--- src/rtl/UART_pkg.sv ---
// UART shared definitions: line configuration, negotiation packets, FSM states.
package UART_pkg;

  // Line configuration as held in the configuration register.
  typedef struct packed {
    logic [1:0] data_width;  // 00 = 5 bits .. 11 = 8 bits
    logic [1:0] parity;      // 00 none, 01 even, 10 reserved, 11 odd
    logic [1:0] stop_bits;   // 00 one, 01 one and a half, 10 two, 11 illegal
  } uart_config_s;

  // 8 data bits, no parity, one stop bit.
  localparam uart_config_s UART_STD_CFG = uart_config_s'(6'b11_00_00);

  localparam logic [1:0] PARITY_RESERVED = 2'b10;
  localparam logic [1:0] STOP_ILLEGAL    = 2'b11;

  // Packet identifiers carried in bits [7:5] of every negotiation byte.
  typedef enum logic [2:0] {
    PKT_DATA_WIDTH = 3'b001,
    PKT_PARITY     = 3'b010,
    PKT_STOP_BITS  = 3'b011,
    PKT_REQ        = 3'b101,
    PKT_END        = 3'b110,
    PKT_ACKN       = 3'b111
  } pkt_id_e;

  localparam logic [7:0] REQ_PKT  = 8'hA0;
  localparam logic [7:0] END_PKT  = 8'hC0;
  localparam logic [7:0] ACKN_PKT = 8'hE3;

  typedef enum logic [2:0] {
    IDLE,
    M_SEND,
    M_WAIT,
    S_ACK,
    S_WAIT,
    APPLY,
    FAIL
  } cfg_neg_fsm_e;

  // True when the option value cannot be used for the given field.
  function automatic logic option_illegal(input logic [2:0] id, input logic [1:0] opt);
    return ((id == PKT_PARITY) && (opt == PARITY_RESERVED)) ||
           ((id == PKT_STOP_BITS) && (opt == STOP_ILLEGAL));
  endfunction

  // Builds a negotiation byte: id, three zero bits, option.
  function automatic logic [7:0] make_pkt(input logic [2:0] id, input logic [1:0] opt);
    return {id, 3'b000, opt};
  endfunction

endpackage

--- src/rtl/cfg_timeout_timer.sv ---
// Wait-state timeout counter: cleared outside a wait, flags expiry TICKS cycles in.
module cfg_timeout_timer #(
  parameter int TICKS = 1000
) (
  input  logic clk,
  input  logic rst,
  input  logic clear,
  input  logic enable,
  output logic expired
);

  localparam int W = $clog2(TICKS + 1);
  localparam logic [W-1:0] LAST = W'(TICKS - 1);

  logic [W-1:0] count_reg;

  // Count while enabled; hold at the last value so expiry stays visible.
  always_ff @(posedge clk) begin
    if (rst || clear) begin
      count_reg <= '0;
    end else if (enable && !expired) begin
      count_reg <= count_reg + 1'b1;
    end
  end

  assign expired = enable && (count_reg == LAST);

endmodule

--- src/rtl/uart_cfg_negotiator.sv ---
// Configuration handshake engine: pushes (master) or accepts (slave) a UART
// configuration over the RX/TX FIFOs and falls back to STD_CFG on failure.
module uart_cfg_negotiator
  import UART_pkg::*;
#(
  parameter int           CLK_FREQ_HZ = 100_000_000,
  parameter int           TIMEOUT_MS  = 50,
  parameter int           MAX_RETRIES = 3,
  parameter uart_config_s STD_CFG     = UART_STD_CFG
) (
  input  logic         clk_i,
  input  logic         rst_i,
  input  logic         start_i,
  input  uart_config_s target_cfg_i,
  input  logic         rx_valid_i,
  input  logic [7:0]   rx_data_i,
  output logic         rx_ready_o,
  output logic         tx_valid_o,
  output logic [7:0]   tx_data_o,
  input  logic         tx_ready_i,
  output uart_config_s cfg_o,
  output logic         cfg_we_o,
  output logic         busy_o,
  output logic         stream_mode_o,
  output logic         done_o,
  output logic         cfg_error_o
);

  localparam int TICKS = CLK_FREQ_HZ / 1000 * TIMEOUT_MS;
  localparam int RW    = (MAX_RETRIES > 0) ? $clog2(MAX_RETRIES + 1) : 1;
  localparam logic [RW-1:0] RETRY_LIMIT = RW'(MAX_RETRIES);
  localparam logic [2:0]    LAST_IDX    = 3'd4;

  cfg_neg_fsm_e  state_reg;
  uart_config_s  cfg_reg, target_reg, shadow_reg;
  logic          cfg_we_reg, done_reg, error_reg, busy_reg;
  logic          rx_ready_reg, tx_valid_reg;
  logic [7:0]    tx_data_reg;
  logic [2:0]    idx_reg;
  logic [RW-1:0] retry_reg;
  logic          master_reg, end_seen_reg;

  logic          rx_pop, wait_state, expired;
  logic [2:0]    rx_id;
  logic [1:0]    rx_opt;
  logic          rx_bad, target_bad;
  uart_config_s  target_fix, shadow_upd;

  assign rx_pop     = rx_valid_i & rx_ready_reg;
  assign rx_id      = rx_data_i[7:5];
  assign rx_opt     = rx_data_i[1:0];
  assign rx_bad     = option_illegal(rx_id, rx_opt);
  assign wait_state = (state_reg == M_WAIT) || (state_reg == S_WAIT);

  cfg_timeout_timer #(
    .TICKS(TICKS)
  ) u_timer (
    .clk    (clk_i),
    .rst    (rst_i),
    .clear  (!wait_state),
    .enable (wait_state),
    .expired(expired)
  );

  // Master packet for a given field index.
  function automatic logic [7:0] master_pkt(input logic [2:0] i, input uart_config_s c);
    case (i)
      3'd0:    master_pkt = REQ_PKT;
      3'd1:    master_pkt = make_pkt(PKT_DATA_WIDTH, c.data_width);
      3'd2:    master_pkt = make_pkt(PKT_PARITY, c.parity);
      3'd3:    master_pkt = make_pkt(PKT_STOP_BITS, c.stop_bits);
      default: master_pkt = END_PKT;
    endcase
  endfunction

  // Replace unusable target fields with the standard ones before sending.
  always_comb begin
    target_fix = target_cfg_i;
    if (option_illegal(PKT_PARITY, target_cfg_i.parity)) begin
      target_fix.parity = STD_CFG.parity;
    end
    if (option_illegal(PKT_STOP_BITS, target_cfg_i.stop_bits)) begin
      target_fix.stop_bits = STD_CFG.stop_bits;
    end
    target_bad = option_illegal(PKT_PARITY, target_cfg_i.parity) ||
                 option_illegal(PKT_STOP_BITS, target_cfg_i.stop_bits);
  end

  // Shadow configuration with the incoming field merged in (slave role).
  always_comb begin
    shadow_upd = shadow_reg;
    case (rx_id)
      PKT_DATA_WIDTH: shadow_upd.data_width = rx_opt;
      PKT_PARITY:     shadow_upd.parity     = rx_bad ? STD_CFG.parity : rx_opt;
      PKT_STOP_BITS:  shadow_upd.stop_bits  = rx_bad ? STD_CFG.stop_bits : rx_opt;
      default:        shadow_upd = shadow_reg;
    endcase
  end

  // Negotiation FSM with all outputs registered.
  always_ff @(posedge clk_i) begin
    if (rst_i) begin
      state_reg    <= IDLE;
      cfg_reg      <= STD_CFG;
      cfg_we_reg   <= 1'b1;
      done_reg     <= 1'b0;
      error_reg    <= 1'b0;
      busy_reg     <= 1'b0;
      rx_ready_reg <= 1'b0;
      tx_valid_reg <= 1'b0;
      tx_data_reg  <= 8'h00;
      idx_reg      <= 3'd0;
      retry_reg    <= '0;
      master_reg   <= 1'b0;
      end_seen_reg <= 1'b0;
      target_reg   <= STD_CFG;
      shadow_reg   <= STD_CFG;
    end else begin
      cfg_we_reg <= 1'b0;
      done_reg   <= 1'b0;
      error_reg  <= 1'b0;
      case (state_reg)
        IDLE: begin
          rx_ready_reg <= 1'b1;
          if (rx_pop && (rx_data_i == REQ_PKT)) begin
            // A remote request beats a local start in the same cycle.
            master_reg   <= 1'b0;
            shadow_reg   <= STD_CFG;
            end_seen_reg <= 1'b0;
            tx_valid_reg <= 1'b1;
            tx_data_reg  <= ACKN_PKT;
            rx_ready_reg <= 1'b0;
            busy_reg     <= 1'b1;
            state_reg    <= S_ACK;
          end else if (start_i) begin
            master_reg   <= 1'b1;
            target_reg   <= target_fix;
            error_reg    <= target_bad;
            idx_reg      <= 3'd0;
            retry_reg    <= '0;
            tx_valid_reg <= 1'b1;
            tx_data_reg  <= REQ_PKT;
            rx_ready_reg <= 1'b0;
            busy_reg     <= 1'b1;
            state_reg    <= M_SEND;
          end
        end
        M_SEND: begin
          if (tx_ready_i) begin
            tx_valid_reg <= 1'b0;
            rx_ready_reg <= 1'b1;
            state_reg    <= M_WAIT;
          end
        end
        M_WAIT: begin
          // A pop in the expiry cycle is served first.
          if (rx_pop) begin
            rx_ready_reg <= 1'b0;
            if (rx_data_i == ACKN_PKT) begin
              retry_reg <= '0;
              if (idx_reg == LAST_IDX) begin
                state_reg <= APPLY;
              end else begin
                idx_reg      <= idx_reg + 3'd1;
                tx_valid_reg <= 1'b1;
                tx_data_reg  <= master_pkt(idx_reg + 3'd1, target_reg);
                state_reg    <= M_SEND;
              end
            end else begin
              state_reg <= FAIL;
            end
          end else if (expired) begin
            rx_ready_reg <= 1'b0;
            if (retry_reg < RETRY_LIMIT) begin
              retry_reg    <= retry_reg + 1'b1;
              tx_valid_reg <= 1'b1;
              tx_data_reg  <= master_pkt(idx_reg, target_reg);
              state_reg    <= M_SEND;
            end else begin
              state_reg <= FAIL;
            end
          end
        end
        S_ACK: begin
          if (tx_ready_i) begin
            tx_valid_reg <= 1'b0;
            if (end_seen_reg) begin
              state_reg <= APPLY;
            end else begin
              rx_ready_reg <= 1'b1;
              state_reg    <= S_WAIT;
            end
          end
        end
        S_WAIT: begin
          if (rx_pop) begin
            rx_ready_reg <= 1'b0;
            case (rx_id)
              PKT_DATA_WIDTH, PKT_PARITY, PKT_STOP_BITS: begin
                shadow_reg   <= shadow_upd;
                error_reg    <= rx_bad;
                tx_valid_reg <= 1'b1;
                tx_data_reg  <= ACKN_PKT;
                state_reg    <= S_ACK;
              end
              PKT_END: begin
                end_seen_reg <= 1'b1;
                tx_valid_reg <= 1'b1;
                tx_data_reg  <= ACKN_PKT;
                state_reg    <= S_ACK;
              end
              PKT_REQ: begin
                // Remote missed our acknowledge and restarted.
                shadow_reg   <= STD_CFG;
                tx_valid_reg <= 1'b1;
                tx_data_reg  <= ACKN_PKT;
                state_reg    <= S_ACK;
              end
              default: state_reg <= FAIL;
            endcase
          end else if (expired) begin
            rx_ready_reg <= 1'b0;
            state_reg    <= FAIL;
          end
        end
        APPLY: begin
          cfg_reg      <= master_reg ? target_reg : shadow_reg;
          cfg_we_reg   <= 1'b1;
          done_reg     <= 1'b1;
          busy_reg     <= 1'b0;
          rx_ready_reg <= 1'b1;
          state_reg    <= IDLE;
        end
        FAIL: begin
          cfg_reg      <= STD_CFG;
          cfg_we_reg   <= 1'b1;
          error_reg    <= 1'b1;
          busy_reg     <= 1'b0;
          rx_ready_reg <= 1'b1;
          state_reg    <= IDLE;
        end
        default: state_reg <= IDLE;
      endcase
    end
  end

  assign rx_ready_o    = rx_ready_reg;
  assign tx_valid_o    = tx_valid_reg;
  assign tx_data_o     = tx_data_reg;
  assign cfg_o         = cfg_reg;
  assign cfg_we_o      = cfg_we_reg;
  assign busy_o        = busy_reg;
  assign stream_mode_o = busy_reg;
  assign done_o        = done_reg;
  assign cfg_error_o   = error_reg;

endmodule

--- config.mk ---
export PLATFORM = sky130hd
export DESIGN_NAME = uart_cfg_negotiator
export DESIGN_NICKNAME = d
export VERILOG_FILES = /design/src/rtl/UART_pkg.sv /design/src/rtl/cfg_timeout_timer.sv /design/src/rtl/uart_cfg_negotiator.sv
export SDC_FILE = /design/constraint.sdc
export NUM_CORES = 1
export LEC_CHECK = 0
export CORE_ASPECT_RATIO = 0.5
export CORE_MARGIN = 2
export CORE_UTILIZATION = 45
export DETAILED_ROUTE_END_ITERATION = 10
export PLACE_DENSITY_LB_ADDON = 0.08
export SYNTH_ARGS = -nofsm -noshare
export SYNTH_HDL_FRONTEND = slang
export SYNTH_SLANG_ARGS = --single-unit
export TNS_END_PERCENT = 10
--- constraint.sdc ---
create_clock -name clk_i -period 3.1 [get_ports clk_i]
set_input_delay 0.465 -clock clk_i [delete_from_list [all_inputs] [get_ports clk_i]]
set_output_delay 0.465 -clock clk_i [all_outputs]
set_load 0.005 [all_outputs]
==> out/results.tsv <==
metric	value	unit
synth_seq_cells	62	
whs	0.451	ns
synth-edff-count	0	
power.density	674	nW/um2
fin_setup_tns	0	ns
cp.arrival	2.74	ns
antenna_left	0	
cts.sinks	62	
clk_pin_slew	0.05	ns
numPortBuffers	36	
min_path_cells	2	
synth_common_cells	62 x dfxtp_1, 54 x nor2_1, 32 x nand2_1	
ys_warn_count	0	
synthFlopType	dfxtp_1	
synth_top_cell_by_area	dfxtp_1	
n_antenna_cell	0	
min_period_over_period	81.8	%
status	complete, no violations	
synth_area	3380	um2
insertion_delay	0.33	ns
end_kind	flop	
drt-initial-drc-count	189	
rr_startpoint	state_reg[1]$_SDFFE_PP0P_	
gr-total-overflow	0	
largest_reg_flops	23	
ys_async_sr_fraction	0	%
gp_congestion	0.936	
grt-busiest-layer	met2	
tightestPinTransition	0.777	ns
skew	0.00664	ns
postCtsSetupBuffers	0	
synth_area_leaders	dfxtp_1 37%, nor2_1 6.0%, xnor2_1 4.7%	
cts.repair.resized	0	
cts_buffers	9	
coreArea	7290	um2
p_leak	1.41	nW
grt_pass1_vias	2939	
synth_most_common_cell	dfxtp_1	
cpPeakStageDelay	0.62	ns
grt_use_met3	6.35	%
avgViaCountPerCell	5.64	
cp.required	3.31	ns
slowest_stage	clkdlybuf4s50_1	
first_pass_iters	5	
path_max_fanout	12	
total_power	2.73	mW
grt_start_max_net_pins	26	
avgSynthCellArea	8.13	um2
finish.utilization	55.5	%
clk_path_buf_depth	2	
rows	22	
fmax	394	MHz
postCtsHoldBufs	0	
hold_viol_final	0	
grt_use_met1	27.0	%
chipWidth	127	um
grt_pass1_wl	14100	um
wl_per_cell	15.2	um
cts_htree_levels	3	
drcViolationCount	0	
via_count	3086	
grtUsageMet2	35.6	%
slew_viol_final	0	
irDropWorstVdd	0.000423	V
worstPathCellList	clkdlybuf4s50_1 -> nand3b_1 -> or3_2 -> nand3_1 -> nand2_1 -> mux2_2	
synthCells	416	
initial_core_util	46.4	%
nNetsFinal	473	
dp_hpwl	6090	um
hp-class	reg2reg	
yosysSeqAreaShare	36.7	%
min_to	cfg_o[1]$_SDFFE_PP0N_	
reg2reg_slack	0.74	ns
worstSetupPathType	in2reg	
fill_cells	656	
finalSetupViolations	0	
crit_path_start_kind	input port	
ys_types	63	
drt-total-wl	8300	um
root_buffer	clkbuf_16	
cap_viol_max_count	0	
hold_start	cfg_o[1]$_SDFFE_PP0N_	
synth_top_cell_area_share	36.7	%
worstRegToRegCells	6	
cts_tree	built	
ioPinCount	40	
die_h	65.3	um
rsz0062_at_grt	false	
antenna_found_initial	0	
reg2reg_to	state_reg[2]$_SDFFE_PP0P_	
die-area	8270	um2
drive_above_1_share	6.87	%
area.growth.synth_to_final	19.6	%
fin_crit	2.54	ns
grt.total_usage	21.4	%
max-slew-margin-rel	48.1	%
## routing by layer
| layer | vias up | share of wire [%] |
|---|---|---|
| met4 | 0 | 1.1 |
| met5 | - | 0 |
| met3 | 12 | 7.6 |
| met1 | 1424 | 46 |
| li1 | 1550 | - |
| met2 | 100 | 46 |
## kinds of logic (layout without fill, tap and decap cells)
group / after synthesis / after routing / synth area share, %
xor+xnor: 21 / 21 / 5.44
fa+ha+maj: 8 / 8 / 2.96
simple gates: 184 / 184 / 27.6
flops: 62 / 62 / 36.7
compound gates: 90 / 90 / 18.0
mux: 12 / 12 / 3.62
buf+inv: 38 / 71 / 5.58
other cells: 1 / 3 / 0.111
## power by group
part	internal [mW]	total, mW	switching, mW
clock	0.557	0.895	0.337
sequential	0.877	1.00	0.125
combinational	0.377	0.829	0.453
## per-stage QoR
stage	setup WS [ns]	area, um2	std cells
final	0.564	4050	547
after global routing	0.437	4050	547
after CTS	0.591	4050	547
after detailed placement	0.262	3780	531
after global placement	0.352	3780	531
after floorplan	0.981	3390	418
## layout make-up
cell class	count	area, um2	area share (%)
timing repair buffer	42	405	10.0
multi-input combinational	318	1960	48.5
inverter	13	48.8	1.21
clock buffer	12	246	6.09
sequential	62	1240	30.7
tap	96	120	2.97
clock inverter	4	22.5	0.557
## critical path: cells and delay by family
| family | cells | cell delay [ns] |
|---|---|---|
| AND/OR/NAND/NOR | 4 | 1.35 |
| multiplexers | 1 | 0.31 |
| buffers and inverters | 1 | 0.62 |
## worst max path at each step
stage / startpoint / to / slack, ns
6_report: rx_data_i[5] / retry_reg[0]$_SDFFE_PP0P_ / 0.56
2_1_floorplan: rx_data_i[3] / tx_data_o[5]$_SDFFE_PP0P_ / 0.98
4_1_cts: rx_data_i[5] / retry_reg[0]$_SDFFE_PP0P_ / 0.59
3_5_place_dp: rx_data_i[5] / retry_reg[0]$_SDFFE_PP0P_ / 0.26
3_3_place_gp: rx_data_i[5] / retry_reg[0]$_SDFFE_PP0P_ / 0.35
5_1_grt: rx_data_i[5] / retry_reg[0]$_SDFFE_PP0P_ / 0.44
## placed cells by master (no fill, tap or decap), types with 3 or more instances in the layout
cell             synthesis  routed
dfxtp_1                 62      62
o211ai_1                 3       3
nand2_1                 32      32
nor2_1                  54      54
o31ai_1                  4       4
conb_1                   1       3
a211oi_1                 3       3
buf_4                    8       6
o21ai_0                 25      25
and3_1                   4       4
ha_1                     8       8
a22oi_1                  6       6
and4_1                   3       3
nor3_1                  25      25
nor4b_1                  4       4
inv_1                   13      13
nand2b_1                 5       5
nor3b_1                  8       8
or3_1                    5       5
nand3_1                 16      16
xor2_1                   3       3
clkdlybuf4s50_1          0      36
xnor2_1                 18      18
clkinv_2                 0       3
mux2i_1                 10      10
o221ai_1                 3       3
clkbuf_16                0       9
nor4_1                   5       5
nor2b_1                  7       7
nand4_1                  6       6
a21oi_1                 23      23
(Power assumes the default switching activity.)
